## src/rtl/fetch_ctrl.sv

```systemverilog
// Instruction-fetch controller: owns the PC, drives the instruction memory request,
// and loads the IF/ID register with freeze hold-buffering and branch flush/discard.
module fetch_ctrl #(
    parameter int                  ADDR_W   = 32,
    parameter int                  INSTR_W  = 32,
    parameter logic [ADDR_W-1:0]   RESET_PC = 32'd0
) (
    input  logic               clk,
    input  logic               rst,
    input  logic               freeze,
    input  logic               branch_taken,
    input  logic [ADDR_W-1:0]  branch_addr,
    output logic [ADDR_W-1:0]  im_addr,
    output logic               im_req,
    input  logic [INSTR_W-1:0] im_instr,
    input  logic               im_ready,
    output logic [ADDR_W-1:0]  id_pc,
    output logic [INSTR_W-1:0] id_instr,
    output logic               id_valid
);

    typedef enum logic [1:0] {
        S_FETCH   = 2'd0,
        S_HOLD    = 2'd1,
        S_DISCARD = 2'd2
    } state_t;

    localparam logic [ADDR_W-1:0] PC_STEP = ADDR_W'(3'd4);

    state_t             state_q, state_d;
    logic [ADDR_W-1:0]  pc_q, pc_d;
    logic [ADDR_W-1:0]  req_addr_q, req_addr_d;
    logic [INSTR_W-1:0] hold_instr_q, hold_instr_d;
    logic [ADDR_W-1:0]  id_pc_q, id_pc_d;
    logic [INSTR_W-1:0] id_instr_q, id_instr_d;
    logic               id_valid_q, id_valid_d;

    logic [ADDR_W-1:0]  pc_next_s;
    assign pc_next_s = pc_q + PC_STEP;

    // State register and all datapath registers, cleared asynchronously
    always_ff @(posedge clk or posedge rst) begin
        if (rst) begin
            state_q      <= S_FETCH;
            pc_q         <= RESET_PC;
            req_addr_q   <= RESET_PC;
            hold_instr_q <= {INSTR_W{1'b0}};
            id_pc_q      <= {ADDR_W{1'b0}};
            id_instr_q   <= {INSTR_W{1'b0}};
            id_valid_q   <= 1'b0;
        end else begin
            state_q      <= state_d;
            pc_q         <= pc_d;
            req_addr_q   <= req_addr_d;
            hold_instr_q <= hold_instr_d;
            id_pc_q      <= id_pc_d;
            id_instr_q   <= id_instr_d;
            id_valid_q   <= id_valid_d;
        end
    end

    // Next-state, PC update, IF/ID load and memory request outputs
    always_comb begin
        state_d      = state_q;
        pc_d         = pc_q;
        req_addr_d   = req_addr_q;
        hold_instr_d = hold_instr_q;
        id_pc_d      = id_pc_q;
        id_instr_d   = id_instr_q;
        id_valid_d   = id_valid_q;
        im_req       = 1'b1;
        im_addr      = pc_q;

        case (state_q)
            S_FETCH: begin
                im_req     = 1'b1;
                im_addr    = pc_q;
                req_addr_d = pc_q;
                if (branch_taken) begin
                    pc_d       = branch_addr;
                    id_pc_d    = {ADDR_W{1'b0}};
                    id_instr_d = {INSTR_W{1'b0}};
                    id_valid_d = 1'b0;
                    // An unanswered request must be drained before the target is fetched
                    state_d    = im_ready ? S_FETCH : S_DISCARD;
                end else if (im_ready && !freeze) begin
                    id_pc_d    = pc_next_s;
                    id_instr_d = im_instr;
                    id_valid_d = 1'b1;
                    pc_d       = pc_next_s;
                end else if (im_ready) begin
                    hold_instr_d = im_instr;
                    state_d      = S_HOLD;
                end else if (!freeze) begin
                    id_instr_d = {INSTR_W{1'b0}};
                    id_valid_d = 1'b0;
                end else begin
                    state_d = S_FETCH;
                end
            end
            S_HOLD: begin
                im_req  = 1'b0;
                im_addr = pc_q;
                if (branch_taken) begin
                    pc_d       = branch_addr;
                    id_pc_d    = {ADDR_W{1'b0}};
                    id_instr_d = {INSTR_W{1'b0}};
                    id_valid_d = 1'b0;
                    state_d    = S_FETCH;
                end else if (!freeze) begin
                    id_pc_d    = pc_next_s;
                    id_instr_d = hold_instr_q;
                    id_valid_d = 1'b1;
                    pc_d       = pc_next_s;
                    state_d    = S_FETCH;
                end else begin
                    state_d = S_HOLD;
                end
            end
            S_DISCARD: begin
                im_req  = 1'b1;
                im_addr = req_addr_q;
                if (branch_taken) begin
                    pc_d    = branch_addr;
                    state_d = S_DISCARD;
                end else if (im_ready) begin
                    state_d = S_FETCH;
                end else begin
                    state_d = S_DISCARD;
                end
            end
            default: begin
                state_d = S_FETCH;
            end
        endcase
    end

    assign id_pc    = id_pc_q;
    assign id_instr = id_instr_q;
    assign id_valid = id_valid_q;

endmodule

```

## config.mk

```make
export PLATFORM = sky130hd
export DESIGN_NAME = fetch_ctrl
export DESIGN_NICKNAME = d
export VERILOG_FILES = /design/src/rtl/fetch_ctrl.sv
export SDC_FILE = /design/constraint.sdc
export NUM_CORES = 1
export LEC_CHECK = 0
export ABC_AREA = 1
export CORE_ASPECT_RATIO = 0.8
export CORE_MARGIN = 1.5
export CORE_UTILIZATION = 25
export CTS_CLUSTER_DIAMETER = 40
export DETAILED_ROUTE_END_ITERATION = 8
export SLEW_MARGIN = 20
export SYNTH_ARGS = -nofsm -noshare
export SYNTH_HDL_FRONTEND = slang
export SYNTH_SLANG_ARGS = --single-unit
```

## constraint.sdc

```tcl
create_clock -name clk -period 6.83 [get_ports clk]
set_input_delay 1.366 -clock clk [delete_from_list [all_inputs] [get_ports clk]]
set_output_delay 1.366 -clock clk [all_outputs]
set_load 0.05 [all_outputs]
```

==> After elaboration in Yosys (flattened, before gate mapping) <==
Cells that the tools add are included.
{ "classes": {"addsub": 1, "n_eq_ne": 9, "mux": 34, "bitwise": 2, "reduce_logical": 10} }
{ "ops": {"columns": ["cell", "n"], "rows": [
  ["$mux 32", 14],
  ["$pmux 32 s2", 2],
  ["$pmux 32 s3", 1],
  ["$add 32x3->32 const B", 1],
  ["$mux 2", 6],
  ["$ne 4x4->1 const B", 3],
  ["$reduce_and 4->1", 3],
  ["$mux 1", 9],
  ["$ne 3x3->1 const B", 3],
  ["$pmux 2 s3", 1],
  ["$reduce_and 3->1", 1],
  ["$reduce_bool 3->1", 1],
  ["$eq 2x1->1 const B", 1],
  ["$eq 2x2->1 const B", 1],
  ["$logic_not 2->1", 1],
  ["$ne 2x2->1 const B", 1],
  ["$not 1->1", 2],
  ["$pmux 1 s2", 1],
  ["$reduce_and 2->1", 1],
  ["$reduce_bool 2->1", 1],
  ["$logic_and 1x1->1", 1],
  ["$logic_not 1->1", 1]
]} }
{ "totals": {"ff_bits": 163, "out_inout_bits": 98, "elab_cells": 63} }

==> Logic depth before layout (Yosys ltp) <==
{ "depth": {"word_depth": 5, "mapped_depth": 10} }

==> Worst setup path before layout <==
OpenSTA, ideal clock, no wires.
{ "synth_path": {"path_type": "flip-flop to output port", "startpoint": "register state_q[1]", "endpoint": "output port im_addr[0]", "arrival_ns": 2.030, "required_ns": 5.464, "slack_ns": 3.434, "stages_incl_launch_ff": 6, "path_cell_list": "dfrtp_1 -> inv_2 -> nor2_4 -> inv_2 -> clkbuf_1 -> o21ai_0"} }
{ "synth_between": {"elab_chain_cells": 2} }
{ "synth_lines": {"columns": ["item", "line", "rtl"], "rows": [
  ["from (decl)", "30", "state_t state_q, state_d;"],
  ["from (signal assigned)", "52", "state_q <= state_d;"],
  ["$eq 2x2->1", "74", "case (state_q)"],
  ["$mux 32", "74", null],
  ["to (decl)", "13", "output logic [ADDR_W-1:0] im_addr,"]
]} }
Every way passes these cells.

==> Worst setup path after layout <==
{ "layout_path": {"startpoint": "register state_q[1]", "endpoint": "output port im_addr[8]"} }
The elaborated chain is that of the path after synthesis.

==> impl_metrics.yaml <==
clock_network:
  cts_made_buffers: 17
  clock-sinks: 163
  ctsHoldBuffers: 0
  cts.path.max_buffers: 2
  clk_latency_ns: 0.44
  clk_pin_slew_ns: 0.06
  cts_resized: 0
  cts_setup_buffers: 0
  htreeDepth: 4
  cts_tree: "yes"
  cts_root_buf: "clkbuf_16"
synth:
  ys_warn_count: 0
  synth_fp_nets: 1039
  netlist.top_cell.by_area: "dfrtp_1"
  ys.flop_type: "dfrtp_1"
  synth-edff-count: 0
  yosys.area.top_type_share: 0.517
  ys_async_sr_fraction: 1.00
  syn_avg_cell_area_um2: 8.15
  synth_area_um2: 7890
  synthCells: 969
  synth_commonest_cells: "nand2_1, dfrtp_1, nor2_1, o21ai_0, inv_1"
  ys_seq_area_frac: 0.517
  synth_top_cells_by_area: "dfrtp_1, nand2_1, nor2_1"
  synth-seq-cells: 163
  synth_most_common_cell: "nand2_1"
  ys_types: 33
layout:
  drive_gt1_frac: 0.0850
  seq_area_um2: 4080
  layoutNonFillerInstCount: 1542
  area_growth_pct: 33.4
  fillCellCount: 3153
  final_nets: 1186
  multiInputGateArea_um2: 3360
  final_core_util: 0.343
  antennaDiodeCount: 0
global_routing:
  grt-ovfl-total: 0
  grt_max_degree: 66
  grt_pass1_wl_um: 37800
  grt_pass1_vias: 6647
  antenna_found_initial: 1
  track_usage: 0.150
route:
  wl_per_cell_um: 15.4
  route.detailed.drc: 0
  dr.pass1.iters: 5
  routed_wl_um: 23700
  top_layer: "met4"
  wl_met1_um: 11500
  first_iter_violations: 455
  vias: 6959
  vias_per_cell: 4.51
  met3_length_um: 1570
  dr_wl_met2_um: 10400
  route.antenna.remaining_nets: 0
floorplan:
  num_rows: 57
  dieArea_um2: 32700
  core_area_um2: 30700
  num_io_pins: 167
  die_y_um: 162
  initial_core_util: 0.257
  die_x_um: 202
power_and_ir_drop:
  p_int_w: 0.00263
  powerDensity_nw_per_um2: 444
  switching_power_w: 0.00204
  ir_drop_uv: 263
  power.leakage_nw: 4.60
  clockPowerShare: 0.229
  seqPwrFrac: 0.330
  pwr-share-comb: 0.441
  swShare: 0.437
timing:
  min_period_over_period: 0.676
  slew_violations: 0
  holdWs_ns: 0.482
  rsz0062_at_grt: "no"
  tns_ns: 0
  worst_pin_slew_ns: 0.986
  slew_headroom: 0.341
  setup_ws_ns: 2.21
  hold_viol_final: 0
  min_period_ns: 4.62
  setup_viol_count_final: 0
  finClkSkew_ns: 0.0159
  max_clock_freq_ghz: 0.217
run_status:
  outcome: "completed"
min_path:
  min_path_type: "flip-flop to flip-flop"
placement:
  place_ws_ns: 2.68
  portBuffers: 166
  dp_hpwl_um: 17200
  gp_congestion: 0.893
  dp_cells: 1510
worst_setup_path:
  crit_type: "flip-flop to output port"
  arrival_ns: 3.25
  cp-end-kind: "output port"
  crit_fanout: 51
  required_ns: 5.46
  cp-start-kind: "flip-flop"
flow_run:
  drv_cap: 0
==> state kept, by name, summed over array words and instances, names as in the netlist <==
| register | cells |
|---|---|
| hold_instr_q | 32 |
| req_addr_q | 32 |
| id_instr | 32 |
| id_pc | 32 |
| id_valid | 1 |
| state_q | 2 |
| pc_q | 32 |
==> worst paths after layout <==
kind | startpoint | end | slack, ns | depth (start not counted)
worst max-delay path | state_q[1]$_DFFE_PP0P_ | im_addr[8] | 2.21 | 5
worst min-delay path | id_pc[27]$_DFFE_PP0P_ | id_pc[27]$_DFFE_PP0P_ | 0.48 | 2
worst max register to register | state_q[1]$_DFFE_PP0P_ | pc_q[21]$_DFFE_PP0P_ | 4.12 | 9
worst min register to register | id_pc[27]$_DFFE_PP0P_ | id_pc[27]$_DFFE_PP0P_ | 0.48 | 2
max in group asynchronous | rst | hold_instr_q[9]$_DFFE_PP0P_ | 4.29 | 3
min in group asynchronous | rst | id_pc[20]$_DFFE_PP0P_ | 1.34 | 2
==> cells in the final DEF (no fill, tap or decap) <==
cell,instances
nand2_1,351
clkdlybuf4s50_1,166
dfrtp_1,163
nor2_1,112
o21ai_0,79
inv_1,46
a31oi_1,32
mux2_2,32
nand3_1,31
a21oi_1,23
clkbuf_16,17
a22o_1,8
o21ai_1,8
buf_4,7
nor2_2,6
xnor2_1,6
inv_2,5
and2_1,5
clkbuf_8,4
bufinv_16,4
inv_6,3
nor2_4,2
a21oi_2,2
clkinvlp_4,2
clkinv_2,2
nand2_2,1
or2_2,1
a21oi_4,1
o21ai_4,1
nor2_8,1
xor2_1,1
nand3_2,1
nand2_4,1
inv_4,1
o211ai_2,1
o22ai_1,1
ha_1,1
clkinv_4,1
==> area by class of cell <==
type | count | share of cell area
Clock buffer | 21 | 0.0456
Inverter | 53 | 0.0196
Multi-Input combinational cell | 708 | 0.319
Sequential cell | 163 | 0.387
Clock inverter | 11 | 0.0163
Timing Repair Buffer | 173 | 0.163
Tap cell | 413 | 0.0491
==> power by group through the flow <==
stage	Clock, W	Combinational (W)	Sequential (W)
2_1_floorplan	0	0.000983	0.00194
3_3_place_gp	0	0.00206	0.00155
3_5_place_dp	0	0.00207	0.00156
4_1_cts	0.00110	0.00208	0.00154
5_1_grt	0.00114	0.00222	0.00159
6_report	0.00107	0.00206	0.00154
==> worst max-delay path, stage by stage, from the launching register on <==
cell and delay [ns]:
dfrtp_1 0.49, inv_2 0.14, nor2_4 0.75, inv_2 0.32, o21ai_0 0.27, clkdlybuf4s50_1 0.84
==> per-stage QoR <==
| step | total power (W) | instance area [µm²] |
|---|---|---|
| 2_1_floorplan | 0.00293 | 7890 |
| 6_report | 0.00467 | 10500 |
| 4_1_cts | 0.00472 | 10500 |
| 5_1_grt | 0.00495 | 10500 |
| 3_3_place_gp | 0.00361 | 9880 |
| 3_5_place_dp | 0.00363 | 9880 |
==> kinds of logic after synthesis <==
kind of cell,Yosys count,share of synthesized area
XOR/XNOR,7,0.00777
multiplexers,32,0.0456
adder cells (fa/ha/maj),1,0.00158
AND/OR/NAND/NOR,512,0.258
flip-flops,163,0.517
buffers and inverters,98,0.0588
AO/OA/AOI/OAI,156,0.111
==> layer usage <==
| metal | vias up | global-route usage |
|---|---|---|
| li1 | 3417 | - |
| met1 | 3348 | 0.212 |
| met2 | 181 | 0.220 |
| met3 | 13 | 0.0451 |
| met4 | 0 | 0.0410 |
| met5 | - | 0 |
No activity file was read; power rests on OpenSTA's default activity.
